**config.mk**
```make
export PLATFORM = sky130hd
export DESIGN_NAME = gamepad_pmod_emitter
export DESIGN_NICKNAME = d
export VERILOG_FILES = /design/src/rtl/gamepad_pmod_pkg.sv /design/src/rtl/gamepad_pmod_phase_timer.sv /design/src/rtl/gamepad_pmod_emitter.sv
export SDC_FILE = /design/constraint.sdc
export NUM_CORES = 1
export LEC_CHECK = 0
export CORE_UTILIZATION = 52
export DETAILED_ROUTE_END_ITERATION = 10
export PLACE_DENSITY = 0.85
export SETUP_SLACK_MARGIN = 0.2
export SLEW_MARGIN = 20
export SYNTH_ARGS = -nofsm -noshare
export SYNTH_HDL_FRONTEND = slang
export SYNTH_HIERARCHICAL = 1
export SYNTH_SLANG_ARGS = --single-unit
```
**constraint.sdc**
```tcl
create_clock -name clk -period 3.2 [get_ports clk]
set_input_delay 0.48 -clock clk [delete_from_list [all_inputs] [get_ports clk]]
set_output_delay 0.48 -clock clk [all_outputs]
set_load 0.01 [all_outputs]
```
**src/rtl/gamepad_pmod_pkg.sv**
```systemverilog
// Shared definitions for the Gamepad Pmod serial link: frame geometry, the
// emitter FSM state encoding and the "controller absent" field value.
package gamepad_pmod_pkg;

    // Two 12-bit controllers per frame.
    localparam int unsigned GAMEPAD_BITS = 24;
    localparam int unsigned CTRL_BITS    = 12;

    // A controller slot that reads all ones means nothing is plugged in.
    localparam logic [CTRL_BITS-1:0] CTRL_ABSENT = 12'hfff;

    // Emitter waveform phases.
    typedef enum logic [2:0] {
        IDLE  = 3'd0,
        SETUP = 3'd1,
        HIGH  = 3'd2,
        LATCH = 3'd3,
        GAP   = 3'd4
    } state_t;

    // Clocks from the accept edge to the done pulse: one SETUP and one HIGH
    // phase per bit, then LATCH and GAP.
    function automatic int unsigned frame_cycles(input int unsigned bit_width,
                                                 input int unsigned half_period);
        return (2 * bit_width + 2) * half_period;
    endfunction

endpackage

```
**src/rtl/gamepad_pmod_phase_timer.sv**
```systemverilog
// Phase timer for the Gamepad Pmod emitter.
// Loaded at the start of every waveform phase, it counts down HALF_PERIOD
// cycles and raises phase_end_c in the last cycle of the phase.
//   clk, rst_n   : clock, asynchronous active-low reset
//   load         : (re)start a phase; counter takes HALF_PERIOD-1
//   run          : a phase is in progress (emitter not idle)
//   phase_end_c  : combinational tick, high in the final cycle of a phase
module gamepad_pmod_phase_timer
    import gamepad_pmod_pkg::*;
#(
    parameter int unsigned HALF_PERIOD = 2
) (
    input  logic clk,
    input  logic rst_n,
    input  logic load,
    input  logic run,
    output logic phase_end_c
);

    localparam int unsigned CNT_W = $clog2(HALF_PERIOD) + 1;

    logic [CNT_W-1:0] cnt_q;
    logic [CNT_W-1:0] cnt_d;

    // Load wins over the decrement so a phase can restart on its own end tick.
    always_comb begin
        cnt_d = cnt_q;
        if (load) begin
            cnt_d = CNT_W'(HALF_PERIOD - 1);
        end else if (run && (cnt_q != '0)) begin
            cnt_d = cnt_q - CNT_W'(1);
        end
    end

    always_ff @(posedge clk or negedge rst_n) begin
        if (!rst_n) begin
            cnt_q <= '0;
        end else begin
            cnt_q <= cnt_d;
        end
    end

    assign phase_end_c = run && (cnt_q == '0);

endmodule

```
**src/rtl/gamepad_pmod_emitter.sv**
```systemverilog
// Transmit end of the Gamepad Pmod link. Accepts one controller-state word
// over a valid/ready handshake and serialises it MSB first as pmod_data with
// a pmod_clk rising edge per bit, followed by a pmod_latch strobe and a gap.
//   clk, rst_n   : clock, asynchronous active-low reset
//   frame_data   : word to send, bit BIT_WIDTH-1 first
//   frame_valid  : send request; accepted when frame_ready is high
//   frame_ready  : emitter idle (combinational from state)
//   busy         : frame in flight (cycle after accept until done)
//   done         : one-cycle pulse as the emitter returns to idle
//   pmod_data    : serial data, registered
//   pmod_clk     : serial clock, registered, idles low
//   pmod_latch   : latch strobe, registered, idles low
module gamepad_pmod_emitter
    import gamepad_pmod_pkg::*;
#(
    parameter int unsigned BIT_WIDTH   = GAMEPAD_BITS,
    parameter int unsigned HALF_PERIOD = 2
) (
    input  logic                 clk,
    input  logic                 rst_n,
    input  logic [BIT_WIDTH-1:0] frame_data,
    input  logic                 frame_valid,
    output logic                 frame_ready,
    output logic                 busy,
    output logic                 done,
    output logic                 pmod_data,
    output logic                 pmod_clk,
    output logic                 pmod_latch
);

    localparam int unsigned BCNT_W = $clog2(BIT_WIDTH);

    state_t               state_q,      state_d;
    logic [BIT_WIDTH-1:0] shreg_q,      shreg_d;
    logic [BCNT_W-1:0]    bit_cnt_q,    bit_cnt_d;
    logic                 pmod_data_q,  pmod_data_d;
    logic                 pmod_clk_q,   pmod_clk_d;
    logic                 pmod_latch_q, pmod_latch_d;
    logic                 done_q,       done_d;
    logic                 busy_q,       busy_d;

    logic                 tmr_load;
    logic                 tmr_run;
    logic                 phase_end_c;

    // Per-phase duration counter.
    gamepad_pmod_phase_timer #(
        .HALF_PERIOD (HALF_PERIOD)
    ) u_phase_timer (
        .clk         (clk),
        .rst_n       (rst_n),
        .load        (tmr_load),
        .run         (tmr_run),
        .phase_end_c (phase_end_c)
    );

    assign tmr_run = (state_q != IDLE);

    // Next-state and next-output logic. Every pmod_* change is decided here
    // and lands on the same edge as the state change, so outputs stay glitch
    // free and data only moves together with (or while) pmod_clk is low.
    always_comb begin
        state_d      = state_q;
        shreg_d      = shreg_q;
        bit_cnt_d    = bit_cnt_q;
        pmod_data_d  = pmod_data_q;
        pmod_clk_d   = pmod_clk_q;
        pmod_latch_d = pmod_latch_q;
        done_d       = 1'b0;
        tmr_load     = 1'b0;

        case (state_q)
            IDLE: begin
                pmod_data_d  = 1'b0;
                pmod_clk_d   = 1'b0;
                pmod_latch_d = 1'b0;
                if (frame_valid) begin
                    shreg_d     = frame_data;
                    bit_cnt_d   = BCNT_W'(BIT_WIDTH - 1);
                    pmod_data_d = shreg_d[BIT_WIDTH-1];
                    tmr_load    = 1'b1;
                    state_d     = SETUP;
                end
            end

            SETUP: begin
                if (phase_end_c) begin
                    pmod_clk_d = 1'b1;
                    tmr_load   = 1'b1;
                    state_d    = HIGH;
                end
            end

            HIGH: begin
                if (phase_end_c) begin
                    pmod_clk_d = 1'b0;
                    tmr_load   = 1'b1;
                    if (bit_cnt_q == '0) begin
                        pmod_data_d  = 1'b0;
                        pmod_latch_d = 1'b1;
                        state_d      = LATCH;
                    end else begin
                        // Next bit goes out on the falling edge.
                        shreg_d     = shreg_q << 1;
                        bit_cnt_d   = bit_cnt_q - BCNT_W'(1);
                        pmod_data_d = shreg_d[BIT_WIDTH-1];
                        state_d     = SETUP;
                    end
                end
            end

            LATCH: begin
                if (phase_end_c) begin
                    pmod_latch_d = 1'b0;
                    tmr_load     = 1'b1;
                    state_d      = GAP;
                end
            end

            GAP: begin
                if (phase_end_c) begin
                    done_d  = 1'b1;
                    state_d = IDLE;
                end
            end

            default: begin
                pmod_data_d  = 1'b0;
                pmod_clk_d   = 1'b0;
                pmod_latch_d = 1'b0;
                state_d      = IDLE;
            end
        endcase

        busy_d = (state_d != IDLE);
    end

    always_ff @(posedge clk or negedge rst_n) begin
        if (!rst_n) begin
            state_q      <= IDLE;
            shreg_q      <= '0;
            bit_cnt_q    <= '0;
            pmod_data_q  <= 1'b0;
            pmod_clk_q   <= 1'b0;
            pmod_latch_q <= 1'b0;
            done_q       <= 1'b0;
            busy_q       <= 1'b0;
        end else begin
            state_q      <= state_d;
            shreg_q      <= shreg_d;
            bit_cnt_q    <= bit_cnt_d;
            pmod_data_q  <= pmod_data_d;
            pmod_clk_q   <= pmod_clk_d;
            pmod_latch_q <= pmod_latch_d;
            done_q       <= done_d;
            busy_q       <= busy_d;
        end
    end

    assign frame_ready = (state_q == IDLE);
    assign busy        = busy_q;
    assign done        = done_q;
    assign pmod_data   = pmod_data_q;
    assign pmod_clk    = pmod_clk_q;
    assign pmod_latch  = pmod_latch_q;

endmodule

```
# Yosys cells after proc, flatten, opt, wreduce, memory -nomap -nowiden
# Cells that the tools add are included.
totals:
  regBits: 38
  in_bits: 27
classes:
  n_addsub: 2
  n_eq_ne: 10
  n_mux: 31
  bitwise_logic: 3
  reduce_logical: 18
op_table:
  columns: ["op", "count"]
  rows:
  - ["23-bit 2-to-1 mux", 3]
  - ["23-bit case mux with 2 select lines", 1]
  - ["3-bit 2-to-1 mux", 5]
  - ["5-bit 2-to-1 mux", 3]
  - ["3-bit case mux with 5 select lines", 1]
  - ["2-bit != test (second input constant)", 6]
  - ["1-bit 2-to-1 mux", 10]
  - ["5-bit case mux with 2 select lines", 1]
  - ["1-bit case mux with 3 select lines", 3]
  - ["4-bit AND reduction", 2]
  - ["3-bit by 2-bit equality test with 1-bit output (second input constant)", 2]
  - ["2-bit 2-to-1 mux", 3]
  - ["2-bit nonzero test", 3]
  - ["3-bit nonzero test", 2]
  - ["3-bit OR reduction", 2]
  - ["5-bit logical NOT", 1]
  - ["5-bit by 1-bit subtractor with 5-bit output (second input constant)", 1]
  - ["2-bit OR reduction", 2]
  - ["3-bit by 1-bit equality test with 1-bit output (second input constant)", 1]
  - ["3-bit equality test (second input constant)", 1]
  - ["3-bit logical NOT", 1]
  - ["1-bit inverter", 3]
  - ["3-bit AND reduction", 1]
  - ["1-bit logical AND", 2]
  - ["other kinds (4)", 4]

# Depth between registers and ports, before layout
depth:
  word_depth: 5
  mapped_depth: 9
  depth_no_buf: 7

# By module
# Netlist, hierarchy kept.
modules_own_cells:
  columns: ["mod", "n_inst", "cells_each", "area_each_um2", "seq_area_each_um2"]
  rows:
  - ["gamepad_pmod_emitter", 1, 187, 1844.3, 900.9]
  - ["gamepad_pmod_phase_timer", 1, 12, 123.9, 50.0]

# Least setup slack after synthesis
# No wires, ideal clock.
synth_timing:
  path_type: "register to register"
  from: "reg state_q[1]"
  to: "reg u_phase_timer.cnt_q[1]"
  setup_ns: 0.095
  arrival_time_ns: 2.334
  required_time_ns: 3.105
  slack_ns: 0.770
  stages_incl_launch_ff: 10
  n_path_buf: 3
  period_less_slack_ns: 2.430
  path_cell_list: "dfrtp_1 > clkbuf_1 > clkbuf_1 > or3_1 > and2_1 > clkbuf_1 > o21ai_0 > a21oi_1 > or4b_1 > o31ai_1"
synth_between:
  elab_chain_cells: 5
synth_rtl:
  columns: ["element", "line", "source"]
  rows:
  - ["from (decl)", "gamepad_pmod_emitter.sv:33", "state_t state_q, state_d;"]
  - ["from (signal assigned)", "gamepad_pmod_emitter.sv:149", "state_q <= state_d;"]
  - ["3-bit nonzero test *", "gamepad_pmod_emitter.sv:57", "assign tmr_run = (state_q != IDLE);"]
  - ["named net tmr_run", "gamepad_pmod_emitter.sv:43", "logic tmr_run;"]
  - ["1-bit logical AND *", "gamepad_pmod_phase_timer.sv:43", "assign phase_end_c = run && (cnt_q == '0);"]
  - ["named net phase_end_c", "gamepad_pmod_emitter.sv:44", "logic phase_end_c;"]
  - ["1-bit 2-to-1 mux *", "gamepad_pmod_emitter.sv:87, gamepad_pmod_emitter.sv:95, gamepad_pmod_emitter.sv:113", null]
  - ["1-bit case mux with 2 select lines *", "gamepad_pmod_emitter.sv:72", "case (state_q)"]
  - ["named net tmr_load", "gamepad_pmod_emitter.sv:42", "logic tmr_load;"]
  - ["2-bit 2-to-1 mux or 2-bit nonzero test (tied branches)", null, null]
  - ["to (signal assigned)", "gamepad_pmod_phase_timer.sv:39", "cnt_q <= cnt_d;"]
  - ["to (decl)", "gamepad_pmod_phase_timer.sv:22", "logic [CNT_W-1:0] cnt_q;"]
# Mark *: on every way through the listed nets, which the timed path passes. The rest lies on a longest branch.
# A chain may end at the register's enable or synchronous reset.

# Final worst setup path
layout_timing:
  from: "reg bit_cnt_q[0]"
  to: "reg shreg_q[5]"
layout_between:
  elab_chain_cells: 3
layout_rtl:
  columns: ["element", "line", "source"]
  rows:
  - ["from (decl)", "gamepad_pmod_emitter.sv:35", "logic [BCNT_W-1:0] bit_cnt_q, bit_cnt_d;"]
  - ["from (signal assigned)", "gamepad_pmod_emitter.sv:151", "bit_cnt_q <= bit_cnt_d;"]
  - ["5-bit logical NOT", "gamepad_pmod_emitter.sv:98", "if (bit_cnt_q == '0) begin"]
  - ["2-bit != test (no line)", null, null]
  - ["4-bit AND reduction (no line)", null, null]
  - ["to (signal assigned)", "gamepad_pmod_emitter.sv:150", "shreg_q <= shreg_d;"]
  - ["to (decl)", "gamepad_pmod_emitter.sv:34", "logic [BIT_WIDTH-1:0] shreg_q, shreg_d;"]
# Every way passes these cells.

==> results.md <==
- Worst setup EP type: flip-flop
- Syn-to-layout area delta: 23.3%
- Maxcap violations: 0
- H-tree depth: 2
- Ys async rst share: 100%
- CP max stage cell: or4b_1
- Detailed Route WL: roughly 3.6 mm
- Final worst-path cycle share: 74.9%
- Clock latency at the later pin of the worst-skew pair: approximately 0.3 ns
- Synth Instances: ~200
- Seq pwr share: 39.1%
- Power share of the clock group: around a quarter
- Number of synthesized flops with an enable pin: 0
- Iter 0 DRT Violations: 86
- WP buf/inv: 2
- Yosys warns: 6
- PwrDens: roughly 860 mW/mm^2
- Cell area after synthesis: 0.00197 sq mm
- Hold Vio Cnt, Final: 0
- CP Data Arrival Time: between 2 and 3 ns
- Rows: 21
- Setup TNS: 0 ns
- Max Slew Vio Count: 0
- GRT Overall Usage: ~20%
- Max clock buf depth: 2
- Final core occ: a little over two thirds
- Final routed DRC violation total: 0
- Root Buffer: clkbuf_8
- I/O pin total: 33
- Unrepaired setup endpoints after global routing: false
- Endpoints failing setup: 0
- Outcome: finished, final reports clean
- Net count, final: around 260
- Vias in the first global route: between 1000 and 1500
- Cell variety after synth: 40
- Relative slew margins: between 40% and 50%
- Hold Crit Class: input port to asynchronous set/reset pin
- Max Clk Rate: ~420 MHz
- FF+latch count, synth: 38
- PortBufs: 32
- Pre-CTS setup slack: roughly 0.8 ns
- Largest net degree at the start of global routing: 39
- Slew @ Worst Pin: about 0.82 ns
- First-pass GRT wire length: 6.12 mm
- Worst-path clk slew: about 0.08 ns
- Final HPWL DP: approximately 2.5 mm
- Crit start category: flip-flop
- Core Area: approximately 0.0035 sq mm
- Switching share of power: 35.3%
- Final min period: around 2.4 ns
- Post-CTS Resized: 0
- Post-Syn Nets: 229
- Int Pwr: between 0.001 and 0.0015 W
- Fin Clk Skew: 0.0106 ns
- Inserted Diodes: 0
- Fraction of layout cells with a size suffix above 1: 7.86%
- Die area: 0.00403 sq mm
- Reported net switching power: between 0.0007 and 0.0008 W
- TritonCTS clock tree: built
- Avg Cell Area, Syn: roughly 9.9 sq um
- Drt pass-1 iters: 4
- Critical path's top delay family: simple AND/OR/NAND/NOR gates
- Setup Fix Bufs, Post-CTS: 0
- Lkg Pwr: 1.03 nW
- Chip height: between 60 and 70 microns
- Post-CTS Hold Buffers: 0
- ANT nets after route: 0
- Worst vdd ir: approximately 0.35 mV
- Worst Path Max Fanout: 32
- Total gr overflow: 0
- Num CTS Buffers: 5
- Kind of critical path: flip-flop to flip-flop
- Via/cell ratio: between 5 and 6
- Gpl congestion: 0.815
- CP max stage delay: ~0.59 ns
- Final worst slack: about 0.80 ns
- Starting density of the core: around 57%
- DR vias: between 1000 and 1500
- Cells along the critical path: inv_1 -> ha_1 -> or4b_1 -> a41oi_4 -> buf_4 -> o21ai_0
- Logic pwr share: a little under two fifths
- Antenna violations before repair: 0
- Prevailing post-synth register cell: dfrtp_1
- Post-DR wirelength/cell: 13.2 microns
- Sequential area share after synthesis: around half
- Clk sinks: 38
- Data required time of the critical path: around 3.4 ns
- Die Wd: roughly 64 microns
==> path summary, 6_finish.rpt <==
| kind | end | cells past startpoint | slack [ns] | from |
|---|---|---|---|---|
| min in group clk | shreg_q[18]$_DFFE_PN0P_ | 2 | 0.48 | shreg_q[18]$_DFFE_PN0P_ |
| max in group asynchronous | state_q[0]$_DFF_PN0_ | 1 | 2.40 | rst_n |
| worst min-delay path | shreg_q[17]$_DFFE_PN0P_ | 1 | 0.28 | rst_n |
| worst max register to register | shreg_q[5]$_DFFE_PN0P_ | 6 | 0.80 | bit_cnt_q[0]$_DFFE_PN0P_ |
| worst min register to register | shreg_q[18]$_DFFE_PN0P_ | 2 | 0.48 | shreg_q[18]$_DFFE_PN0P_ |
| worst max-delay path | shreg_q[5]$_DFFE_PN0P_ | 6 | 0.80 | bit_cnt_q[0]$_DFFE_PN0P_ |
==> registers in the layout (all words and copies together) (netlist names) <==
register / flops
bit_cnt_q: 5
shreg_q: 23
pmod_clk: 1
pmod_latch: 1
done: 1
u_phase_timer/cnt_q: 2
pmod_data: 1
busy: 1
state_q: 3
==> area by class of cell <==
type	count	area (sq um)
clock inverter	3	68.8
inverter	6	22.5
sequential	38	951
fill	254	1040
tap	46	57.6
clock buffer	5	68.8
multi-input combinational	142	921
timing repair buffer	35	338
==> cells in the mapped netlist (all sizes together), types with 3 or more instances <==
master | number | share of area [%]
inv | 6 | 1.1
nor2b | 4 | 1.3
ha | 3 | 1.9
dfrtp | 38 | 48
nor3 | 3 | 0.76
nor2 | 7 | 1.5
a21o | 3 | 1.1
clkbuf | 6 | 1.2
mux2i | 26 | 13
a21oi | 4 | 1.0
buf | 7 | 2.5
o21ai | 29 | 7.4
nand2 | 35 | 6.7
==> kinds of logic after synthesis <==
| family | Yosys count | share of synthesized area, % |
|---|---|---|
| AOI/OAI and AO/OA | 44 | 13.7 |
| adders and majority gates | 3 | 1.91 |
| buffers and inverters | 19 | 4.89 |
| DFF | 38 | 48.3 |
| muxes | 27 | 13.8 |
| and+or+nand+nor | 68 | 17.4 |
==> power groups by stage <==
stage	Clock, W	Combinational (W)	Sequential [W]
after global placement	0	0.000754	0.000810
after global routing	0.000517	0.000879	0.000835
after CTS	0.000493	0.000783	0.000811
after floorplan	0	0.000620	0.000781
after detailed placement	0	0.000777	0.000818
final	0.000485	0.000783	0.000813
==> per-layer routing <==
metal  part of all wire [%]  vias up  routed length [microns]  global-route usage [%]
li1                       -      753                        -                       -
met3                    3.7        8                      133                    4.53
met2                     45       27                     1640                    30.9
met5                      0        -                        0                       0
met4                    1.9        0                       71                    10.2
met1                     49      702                     1800                    26.1
==> layout by cell type (no fill, tap or decap), types with 2 or more instances in the layout <==
| cell type | netlist | routed |
|---|---|---|
| inv_1 | 6 | 6 |
| nor3_1 | 3 | 3 |
| a32oi_1 | 2 | 2 |
| and2_1 | 2 | 2 |
| or4b_1 | 2 | 2 |
| ha_1 | 3 | 3 |
| nand3b_1 | 2 | 2 |
| nand4_1 | 2 | 2 |
| mux2i_1 | 26 | 26 |
| o21ai_1 | 2 | 2 |
| a21oi_1 | 4 | 4 |
| nor2_1 | 6 | 6 |
| buf_4 | 1 | 3 |
| dfrtp_1 | 38 | 38 |
| nand3_1 | 2 | 2 |
| nor2b_1 | 4 | 4 |
| clkbuf_8 | 0 | 5 |
| bufinv_16 | 0 | 2 |
| a21o_1 | 3 | 3 |
| o21ai_0 | 27 | 27 |
| clkdlybuf4s50_1 | 0 | 31 |
| nand2_1 | 35 | 35 |
==> worst register-to-register path, stage by stage, from the launching register on <==
cell     delay (ns)
dfrtp_1        0.42
inv_1          0.11
ha_1           0.21
or4b_1         0.59
a41oi_4        0.44
buf_4          0.35
o21ai_0        0.15
==> through the flow <==
step	cells	power [W]	hold slack (ns)	area, sq um
detailed placement	267	0.00159	0.471	2290
global placement	267	0.00156	0.463	2290
finish	275	0.00208	0.276	2430
floorplan	199	0.00140	0.184	1970
global route	275	0.00223	0.340	2430
CTS	275	0.00209	0.302	2430
Note: power is estimated with default switching activity, not from simulation.
